File: config.mk
export PLATFORM = sky130hd
export DESIGN_NAME = ecc_ram_scrubber
export DESIGN_NICKNAME = d
export VERILOG_FILES = /design/src/rtl/ecc_ram_scrubber.sv
export SDC_FILE = /design/constraint.sdc
export NUM_CORES = 1
export LEC_CHECK = 0
export CORE_ASPECT_RATIO = 0.7
export CORE_MARGIN = 5
export CORE_UTILIZATION = 46
export DETAILED_ROUTE_END_ITERATION = 10
export PLACE_DENSITY = 0.89
export SYNTH_ARGS = -nofsm -noshare
export SYNTH_HDL_FRONTEND = slang
export SYNTH_SLANG_ARGS = --single-unit
File: constraint.sdc
create_clock -name clk -period 3.15 [get_ports clk]
set_input_delay 0.315 -clock clk [delete_from_list [all_inputs] [get_ports clk]]
set_output_delay 0.315 -clock clk [all_outputs]
set_load 0.02 [all_outputs]
File: src/rtl/ecc_ram_scrubber.sv
// ecc_ram_scrubber: background scrubber for a soft-ECC RAM port.
// It walks every address, reads the word, and writes the decoder-corrected
// data back when a single-bit error was corrected. Uncorrectable words are
// logged. The RAM port is shared with user logic through an external arbiter
// using a req/gnt handshake.
// Optional feature macro: ECC_SCRUB_STATS_EN enables corr_cnt, uncorr_cnt and
// uncorr_addr. Without it those outputs are tied to 0 and have no registers.
module ecc_ram_scrubber #(
    parameter int NUM_WORDS      = 512,
    parameter int ADDR_WIDTH     = 9,
    parameter int DATA_BITS      = 16,
    parameter int RAM_RD_LATENCY = 4,
    parameter int SCRUB_INTERVAL = 64
) (
    input  logic                  clk,
    input  logic                  rst,
    input  logic                  enable,
    output logic                  ram_req,
    input  logic                  ram_gnt,
    output logic [ADDR_WIDTH-1:0] ram_addr,
    output logic                  ram_wren,
    output logic [DATA_BITS-1:0]  ram_wdata,
    input  logic [DATA_BITS-1:0]  ram_q,
    input  logic [2:0]            ram_err,
    output logic                  busy,
    output logic                  sweep_done,
    output logic                  uncorr_irq,
    output logic [ADDR_WIDTH-1:0] uncorr_addr,
    output logic [15:0]           corr_cnt,
    output logic [15:0]           uncorr_cnt
);

    localparam int WAIT_W   = (SCRUB_INTERVAL > 0) ? $clog2(SCRUB_INTERVAL + 1) : 1;
    localparam int LAT_W    = (RAM_RD_LATENCY > 2) ? $clog2(RAM_RD_LATENCY - 1) : 1;
    localparam int LAT_LOAD = (RAM_RD_LATENCY > 2) ? RAM_RD_LATENCY - 2 : 0;

    localparam logic [WAIT_W-1:0]     WAIT_INIT = WAIT_W'(SCRUB_INTERVAL);
    localparam logic [LAT_W-1:0]      LAT_INIT  = LAT_W'(LAT_LOAD);
    localparam logic [ADDR_WIDTH-1:0] LAST_ADDR = ADDR_WIDTH'(NUM_WORDS - 1);

    typedef enum logic [2:0] {
        ST_IDLE,
        ST_WAIT,
        ST_RD_REQ,
        ST_RD_WAIT,
        ST_CHECK,
        ST_WB_REQ,
        ST_NEXT
    } state_e;

    state_e                state_q;
    logic [ADDR_WIDTH-1:0] ptr_q;
    logic [WAIT_W-1:0]     wait_q;
    logic [LAT_W-1:0]      lat_q;
    logic                  req_q;
    logic                  wren_q;
    logic [DATA_BITS-1:0]  wdata_q;
    logic                  busy_q;
    logic                  sweep_q;
    logic                  irq_q;

    // err[0] (any error seen) is implied by [1]/[2]; the scrubber never needs it.
    logic unused_err0;
    assign unused_err0 = ram_err[0];

    // Scrub FSM. Request/write-enable are registered on state entry so the
    // address and direction presented to the arbiter cannot change until the
    // grant arrives; the pointer only moves in ST_NEXT.
    always_ff @(posedge clk or posedge rst) begin
        if (rst) begin
            state_q <= ST_IDLE;
            ptr_q   <= '0;
            wait_q  <= '0;
            lat_q   <= '0;
            req_q   <= 1'b0;
            wren_q  <= 1'b0;
            wdata_q <= '0;
            busy_q  <= 1'b0;
            sweep_q <= 1'b0;
            irq_q   <= 1'b0;
        end else begin
            sweep_q <= 1'b0;
            irq_q   <= 1'b0;
            case (state_q)
                ST_IDLE: begin
                    if (enable) begin
                        state_q <= ST_WAIT;
                        wait_q  <= WAIT_INIT;
                        busy_q  <= 1'b1;
                    end
                end
                ST_WAIT: begin
                    if (wait_q == '0) begin
                        state_q <= ST_RD_REQ;
                        req_q   <= 1'b1;
                        wren_q  <= 1'b0;
                    end else begin
                        wait_q <= wait_q - WAIT_W'(1);
                    end
                end
                ST_RD_REQ: begin
                    // The grant cycle is the read access itself.
                    if (ram_gnt) begin
                        req_q <= 1'b0;
                        if (RAM_RD_LATENCY <= 1) begin
                            state_q <= ST_CHECK;
                        end else begin
                            state_q <= ST_RD_WAIT;
                            lat_q   <= LAT_INIT;
                        end
                    end
                end
                ST_RD_WAIT: begin
                    // RAM_RD_LATENCY-1 cycles here puts ST_CHECK on the data-valid cycle.
                    if (lat_q == '0) begin
                        state_q <= ST_CHECK;
                    end else begin
                        lat_q <= lat_q - LAT_W'(1);
                    end
                end
                ST_CHECK: begin
                    // Uncorrectable wins even when the corrected flag is also set.
                    if (ram_err[2]) begin
                        irq_q   <= 1'b1;
                        state_q <= ST_NEXT;
                    end else if (ram_err[1]) begin
                        wdata_q <= ram_q;
                        req_q   <= 1'b1;
                        wren_q  <= 1'b1;
                        state_q <= ST_WB_REQ;
                    end else begin
                        state_q <= ST_NEXT;
                    end
                end
                ST_WB_REQ: begin
                    if (ram_gnt) begin
                        req_q   <= 1'b0;
                        wren_q  <= 1'b0;
                        state_q <= ST_NEXT;
                    end
                end
                ST_NEXT: begin
                    if (ptr_q == LAST_ADDR) begin
                        ptr_q   <= '0;
                        sweep_q <= 1'b1;
                    end else begin
                        ptr_q <= ptr_q + ADDR_WIDTH'(1);
                    end
                    if (enable) begin
                        state_q <= ST_WAIT;
                        wait_q  <= WAIT_INIT;
                    end else begin
                        state_q <= ST_IDLE;
                        busy_q  <= 1'b0;
                    end
                end
                default: begin
                    state_q <= ST_IDLE;
                    req_q   <= 1'b0;
                    wren_q  <= 1'b0;
                    busy_q  <= 1'b0;
                end
            endcase
        end
    end

    assign ram_req    = req_q;
    assign ram_wren   = wren_q;
    assign ram_addr   = ptr_q;
    assign ram_wdata  = wdata_q;
    assign busy       = busy_q;
    assign sweep_done = sweep_q;
    assign uncorr_irq = irq_q;

`ifdef ECC_SCRUB_STATS_EN
    logic [15:0]           corr_cnt_q;
    logic [15:0]           uncorr_cnt_q;
    logic [ADDR_WIDTH-1:0] uncorr_addr_q;

    // Error statistics, updated on the check cycle; counters stick at all-ones.
    always_ff @(posedge clk or posedge rst) begin
        if (rst) begin
            corr_cnt_q    <= '0;
            uncorr_cnt_q  <= '0;
            uncorr_addr_q <= '0;
        end else if (state_q == ST_CHECK) begin
            if (ram_err[2]) begin
                uncorr_addr_q <= ptr_q;
                if (uncorr_cnt_q != 16'hFFFF) uncorr_cnt_q <= uncorr_cnt_q + 16'd1;
            end else if (ram_err[1]) begin
                if (corr_cnt_q != 16'hFFFF) corr_cnt_q <= corr_cnt_q + 16'd1;
            end
        end
    end

    assign corr_cnt    = corr_cnt_q;
    assign uncorr_cnt  = uncorr_cnt_q;
    assign uncorr_addr = uncorr_addr_q;
`else
    assign corr_cnt    = '0;
    assign uncorr_cnt  = '0;
    assign uncorr_addr = '0;
`endif

endmodule

# Word level (Yosys, flattened, before mapping)
# Cells that the tools add are included.
# W data, S select, Z words.
[word_totals]
register_bits = 42
inputBits = 23
output_inout_bits = 71
wordCells = 83
[classes]
addsub = 3
n_eq_ne = 19
muxes = 30
n_bitwise = 4
n_reduce_logical = 17
[op_table]
columns = ["op", "n"]
rows = [
  ["$pmux W3 S7", 1],
  ["$ne A2 B2 Y1 const B", 10],
  ["$mux W3", 5],
  ["$reduce_and A5 Y1", 3],
  ["$mux W7", 2],
  ["$pmux W7 S2", 1],
  ["$mux W1", 12],
  ["$reduce_and A3 Y1", 4],
  ["$add A9 B1 Y9 const B", 1],
  ["$eq A3 B3 Y1 const B", 3],
  ["$eq A9 B9 Y1 const B", 1],
  ["$mux W9", 1],
  ["$mux W2", 4],
  ["$pmux W1 S4", 2],
  ["$logic_not A7 Y1", 1],
  ["$sub A7 B1 Y7 const B", 1],
  ["$eq A3 B2 Y1 const B", 2],
  ["$reduce_or A5 Y1", 1],
  ["$ne A2 B1 Y1 const B", 2],
  ["$not A1 Y1", 4],
  ["$pmux W2 S2", 1],
  ["$reduce_bool A2 Y1", 2],
  ["$reduce_or A2 Y1", 2],
  ["$reduce_or A4 Y1", 1],
  ["other kinds (6)", 6],
]

# Depth between registers and ports, before layout
[depth]
depth_word = 4
depth_mapped = 9
ltp_nobuf = 9

# Least setup slack after synthesis
# OpenSTA, ideal clock, no wires.
[synth_path]
path_type = "reg2reg"
startpoint = "reg ptr_q[0], in the netlist ram_addr[0]"
endpoint = "reg ptr_q[7], in the netlist ram_addr[7]"
setup_ns = 0.120
arrival_ns = 1.858
t_required_ns = 3.030
slack_ns = 1.172
path_stages_with_launch = 10
path_buffers = 0
period_less_slack_ns = 1.978
cell_sequence = "dfrtp_1 -> ha_1 -> and3_1 -> nand3_1 -> nor2_1 -> ha_1 -> inv_1 -> nand2b_1 -> o31ai_1 -> a31o_2"
[synth_between]
elab_chain_cells = 2
word_cells_on_any_way = 3
cone_classes = "add/sub: 1; eq/ne: 1; mux: 1"
[synth_lines]
columns = ["element", "line", "text"]
rows = [
  ["from (decl)", "52", "logic [ADDR_WIDTH-1:0] ptr_q;"],
  ["from (signal assigned)", "147", "ptr_q <= ptr_q + ADDR_WIDTH'(1);"],
  ["$add A9 B1 Y9 / $eq A9 B9 Y1 (equally long branches)", "147, 143", ""],
  ["$mux W9 *", "143", "if (ptr_q == LAST_ADDR) begin"],
]
# Mark *: on every way between the ends. The rest lies on a longest branch, timed or not.
# A chain may end at the register's enable or synchronous reset.

# Final worst setup path
[layout_path]
startpoint = "reg state_q[0]"
endpoint = "reg wdata_q[9], in the netlist ram_wdata[9]"
[layout_between]
elab_chain_cells = 2
[layout_lines]
columns = ["element", "line", "text"]
rows = [
  ["from (decl)", "51", "state_e state_q;"],
  ["from (signal assigned)", "71", "state_q <= ST_IDLE;"],
  ["from (signal assigned)", "87", "state_q <= ST_WAIT;"],
  ["from (signal assigned)", "94", "state_q <= ST_RD_REQ;"],
  ["$eq A3 B3 Y1", "84", "case (state_q)"],
  ["$reduce_and A3 Y1 (no source line)", "--", ""],
  ["to (signal assigned)", "127", "wdata_q <= ram_q;"],
  ["to (decl)", "57", "logic [DATA_BITS-1:0] wdata_q;"],
]
# No other way between the ends.

==> summary.log <==
qor: floorplan.fp.coreArea 5170 µm²
qor: grt.pin_count_of_the_biggest_net_entering_global_routing 43
qor: routing.drt_wl_total 4950 µm
qor: clocking.cts_buffer_depth 2
qor: clocking.clk_latency 0.29 ns
qor: final_layout.area_growth_syn_to_layout 20.7%
qor: routing.drt-initial-drc-count 64
qor: placement.numPlacedInstances 358
qor: timing.timing.final.max_slew_violations 0
qor: worst_setup_path.timing.critical_path.max_delay_family simple AND/OR/NAND/NOR gates
qor: final_layout.seqCellArea 1050 µm²
qor: routing.route.detailed.drc 0
qor: clocking.cts_made_buffers 5
qor: worst_setup_path.timing.critical_path.slowest_cell_delay 0.60 ns
qor: clocking.post_cts.resized_instances 0
qor: final_layout.multi_input_area 1110 µm²
qor: power.leakagePower 1.35 nW
qor: timing.layout_worst_path_cycle_share 69.5%
qor: synthesis.synth_sequential_area_ratio 43.5%
qor: final_layout.fin_nets 321
qor: clocking.ctsHtreeMaxLevel 2
qor: grt.grt_use_total 13.8%
qor: grt.initial_antenna_violation_count 0
qor: timing.max_slew.worst_pin.slew 0.767 ns
qor: power.pwr_per_cell_area 777 nW/µm²
qor: synthesis.postSynth.asyncResetShare 100%
qor: final_layout.antenna_cells 0
qor: clocking.post_cts.repair.setup_buffers 0
qor: timing.rsz0062_at_grt false
qor: timing.finalSetupTns 0 ns
qor: worst_setup_path.critical_path_class flop to flop
qor: power.total_power 2.27 mW
qor: job.maxcap_violations 0
qor: run_status.run_status completed
qor: synthesis.synthFlopType dfrtp_1
qor: timing.timing.max_slew.rel_slack 48.7%
qor: synthesis.synth-edff-count 0
qor: clocking.cts.clk_slew.worst_paths 0.07 ns
qor: floorplan.die_area 6820 µm²
qor: synthesis.syn-mean-instance-area 9.86 µm²
qor: synthesis.post_synthesis_cell_type_with_the_largest_combined_area dfrtp_1
qor: synthesis.synth_cell_types 41
qor: floorplan.ioPinCount 94
qor: worst_setup_path.cp.required 3.33 ns
qor: synthesis.yosys.cell_count.top_type dfrtp_1
qor: timing.achievable-frequency 456 MHz
qor: synthesis.post_synth_instance_area 2410 µm²
qor: placement.placement.io_buffers 51
qor: timing.finalHoldViolCount 0
qor: routing.wire_per_inst 13.6 µm
qor: grt.grt_first_pass_wirelength 7710 µm
qor: synthesis.syn_inst 245
qor: floorplan.rows 22
qor: clocking.root_buffer clkbuf_8
qor: timing.report.final.setup_viol 0
qor: worst_setup_path.timing.critical_path.buf_inv 0
qor: power.vdd_drop_max 0.000365 V
qor: routing.antenna_left 0
qor: synthesis.synth_warnings 0
qor: synthesis.netlist.area_leader.share 43.5%
qor: worst_setup_path.path_max_fanout 20
qor: synthesis.flop_and_latch_count_out_of_synthesis 42
qor: grt.grt_pass1_vias 1649
qor: routing.drt_pre_antenna_iters 4
qor: worst_setup_path.cp_cell_sequence nor3b_1 > nand3_1 > mux2_2
qor: worst_setup_path.critical_path.startpoint_type flop
qor: timing.setup_ws 0.959 ns
qor: min_path.min-delay-path-class input pin to asynchronous set/reset pin
qor: placement.gp_congestion 0.779
qor: final_layout.layout-drive-gt1-share 10.6%
qor: synthesis.synth_common_cells dfrtp_1 (42), buf_4 (41), mux2_2 (18), nand2_1 (18), o21ai_0 (18)
qor: routing.number_of_vias_after_detailed_routing 1789
qor: final_layout.layoutNonFillerInstCount 365
qor: timing.period_needed 2.19 ns
qor: floorplan.fp.dieW 96.6 µm
qor: routing.vias_per_cell 4.90
qor: worst_setup_path.critical_path_arrival 2.37 ns
qor: final_layout.fillerInstances 455
qor: timing.clock-skew-final 0.00486 ns
qor: clocking.cts.sinks 42
qor: clocking.number_of_buffers_added_to_fix_hold_violations_after_cts 0
qor: placement.dpl_worst_slack 0.788 ns
qor: floorplan.initial_utilization 46.7%
qor: clocking.cts_tree yes
qor: placement.hpwlAfterDp 3620 µm
qor: floorplan.die_h 70.6 µm
qor: worst_setup_path.crit_path_top_delay_cell nand3_1
qor: worst_setup_path.worstSetupEndpointType flop
qor: synthesis.cells_taking_the_most_area_after_synthesis dfrtp_1 (44%), buf_4 (13%), mux2_2 (8.4%), o21ai_0 (3.7%), nand2_1 (2.8%)
qor: grt.grt_overflow 0
power by group:
| part | total, mW | internal (mW) | switching (mW) | leakage (nW) |
|---|---|---|---|---|
| Clock | 0.427 | 0.253 | 0.174 | 0.0573 |
| Combinational | 0.966 | 0.452 | 0.514 | 0.744 |
| Sequential | 0.873 | 0.689 | 0.184 | 0.548 |
| Total | 2.27 | 1.40 | 0.871 | 1.35 |
stage by stage:
step                      instance area (µm²)  utilization, %  hold slack, ns
final                                    2920            56.3           0.455
after global routing                     2920            56.3           0.533
after CTS                                2920            56.3           0.475
after detailed placement                 2800            54.2           0.491
after global placement                   2800            54.2           0.486
after floorplan                          2560               -           0.466
worst min-delay path, stage by stage:
cell and delay [ns]:
clkdlybuf4s50_1 0.40, inv_1 0.05, buf_4 0.44
registers in the layout, summed over array words and instances, names as in the netlist:
name and cells:
busy 1, wait_q 7, uncorr_irq 1, ram_wdata 16, state_q 3, ram_wren 1, ram_addr 9, sweep_done 1
lat_q 2, ram_req 1
area by class of cell:
| class | count | area share (%) |
|---|---|---|
| clock buffer | 6 | 2.83 |
| clock inverter | 1 | 1.03 |
| inverter | 10 | 1.29 |
| multi-input combinational | 182 | 37.9 |
| sequential | 42 | 36.1 |
| tap | 72 | 3.09 |
| timing repair buffer | 52 | 17.8 |
cell usage in the layout (no fill, tap or decap), drive strengths merged, types with 3 or more instances in the layout:
master         count
nor2              12
a211o              3
mux2              18
a21oi             11
inv               10
nor2b              3
nand3              4
nand2b             4
clkbuf             6
nor3               5
conb              41
nand2             18
nor3b              5
o2bb2ai            3
clkdlybuf4s50     51
o21ai             18
dfrtp             42
a21o               3
o31ai              5
ha                 5
worst paths after layout:
| check | start | to | slack, ns | cells after the start |
|---|---|---|---|---|
| min in group clk | busy$_DFFE_PP0P_ | busy$_DFFE_PP0P_ | 0.50 | 2 |
| worst min register to register | busy$_DFFE_PP0P_ | busy$_DFFE_PP0P_ | 0.50 | 2 |
| worst max-delay path | state_q[0]$_DFFE_PP0P_ | ram_wdata[9]$_DFFE_PP0P_ | 0.96 | 3 |
| max in group asynchronous | rst | wait_q[6]$_DFFE_PP0P_ | 2.33 | 3 |
| worst max register to register | state_q[0]$_DFFE_PP0P_ | ram_wdata[9]$_DFFE_PP0P_ | 0.96 | 3 |
| worst min-delay path | rst | ram_wdata[12]$_DFFE_PP0P_ | 0.46 | 3 |
per-layer routing:
layer  part of all wire (%)  wire length [µm]  vias up  global-route usage [%]
met5                      0                 0        -                       0
met4                   0.83                41        0                    3.43
met3                    5.9               294        7                    4.53
met2                     53              2610       55                    24.4
met1                     41              2010      869                    16.4
li1                       -                 -      858                       -
kinds of logic after synthesis:
kind of cell / Yosys count / share of synthesized area, %
AND/OR/NAND/NOR: 64 / 14.2
other: 1 / 0.155
flip-flops: 42 / 43.5
buffers and inverters: 61 / 16.9
adder cells (fa/ha/maj): 5 / 2.59
AO/OA/AOI/OAI: 53 / 13.8
multiplexers: 19 / 8.81
Note: power is estimated with default switching activity, not from simulation.
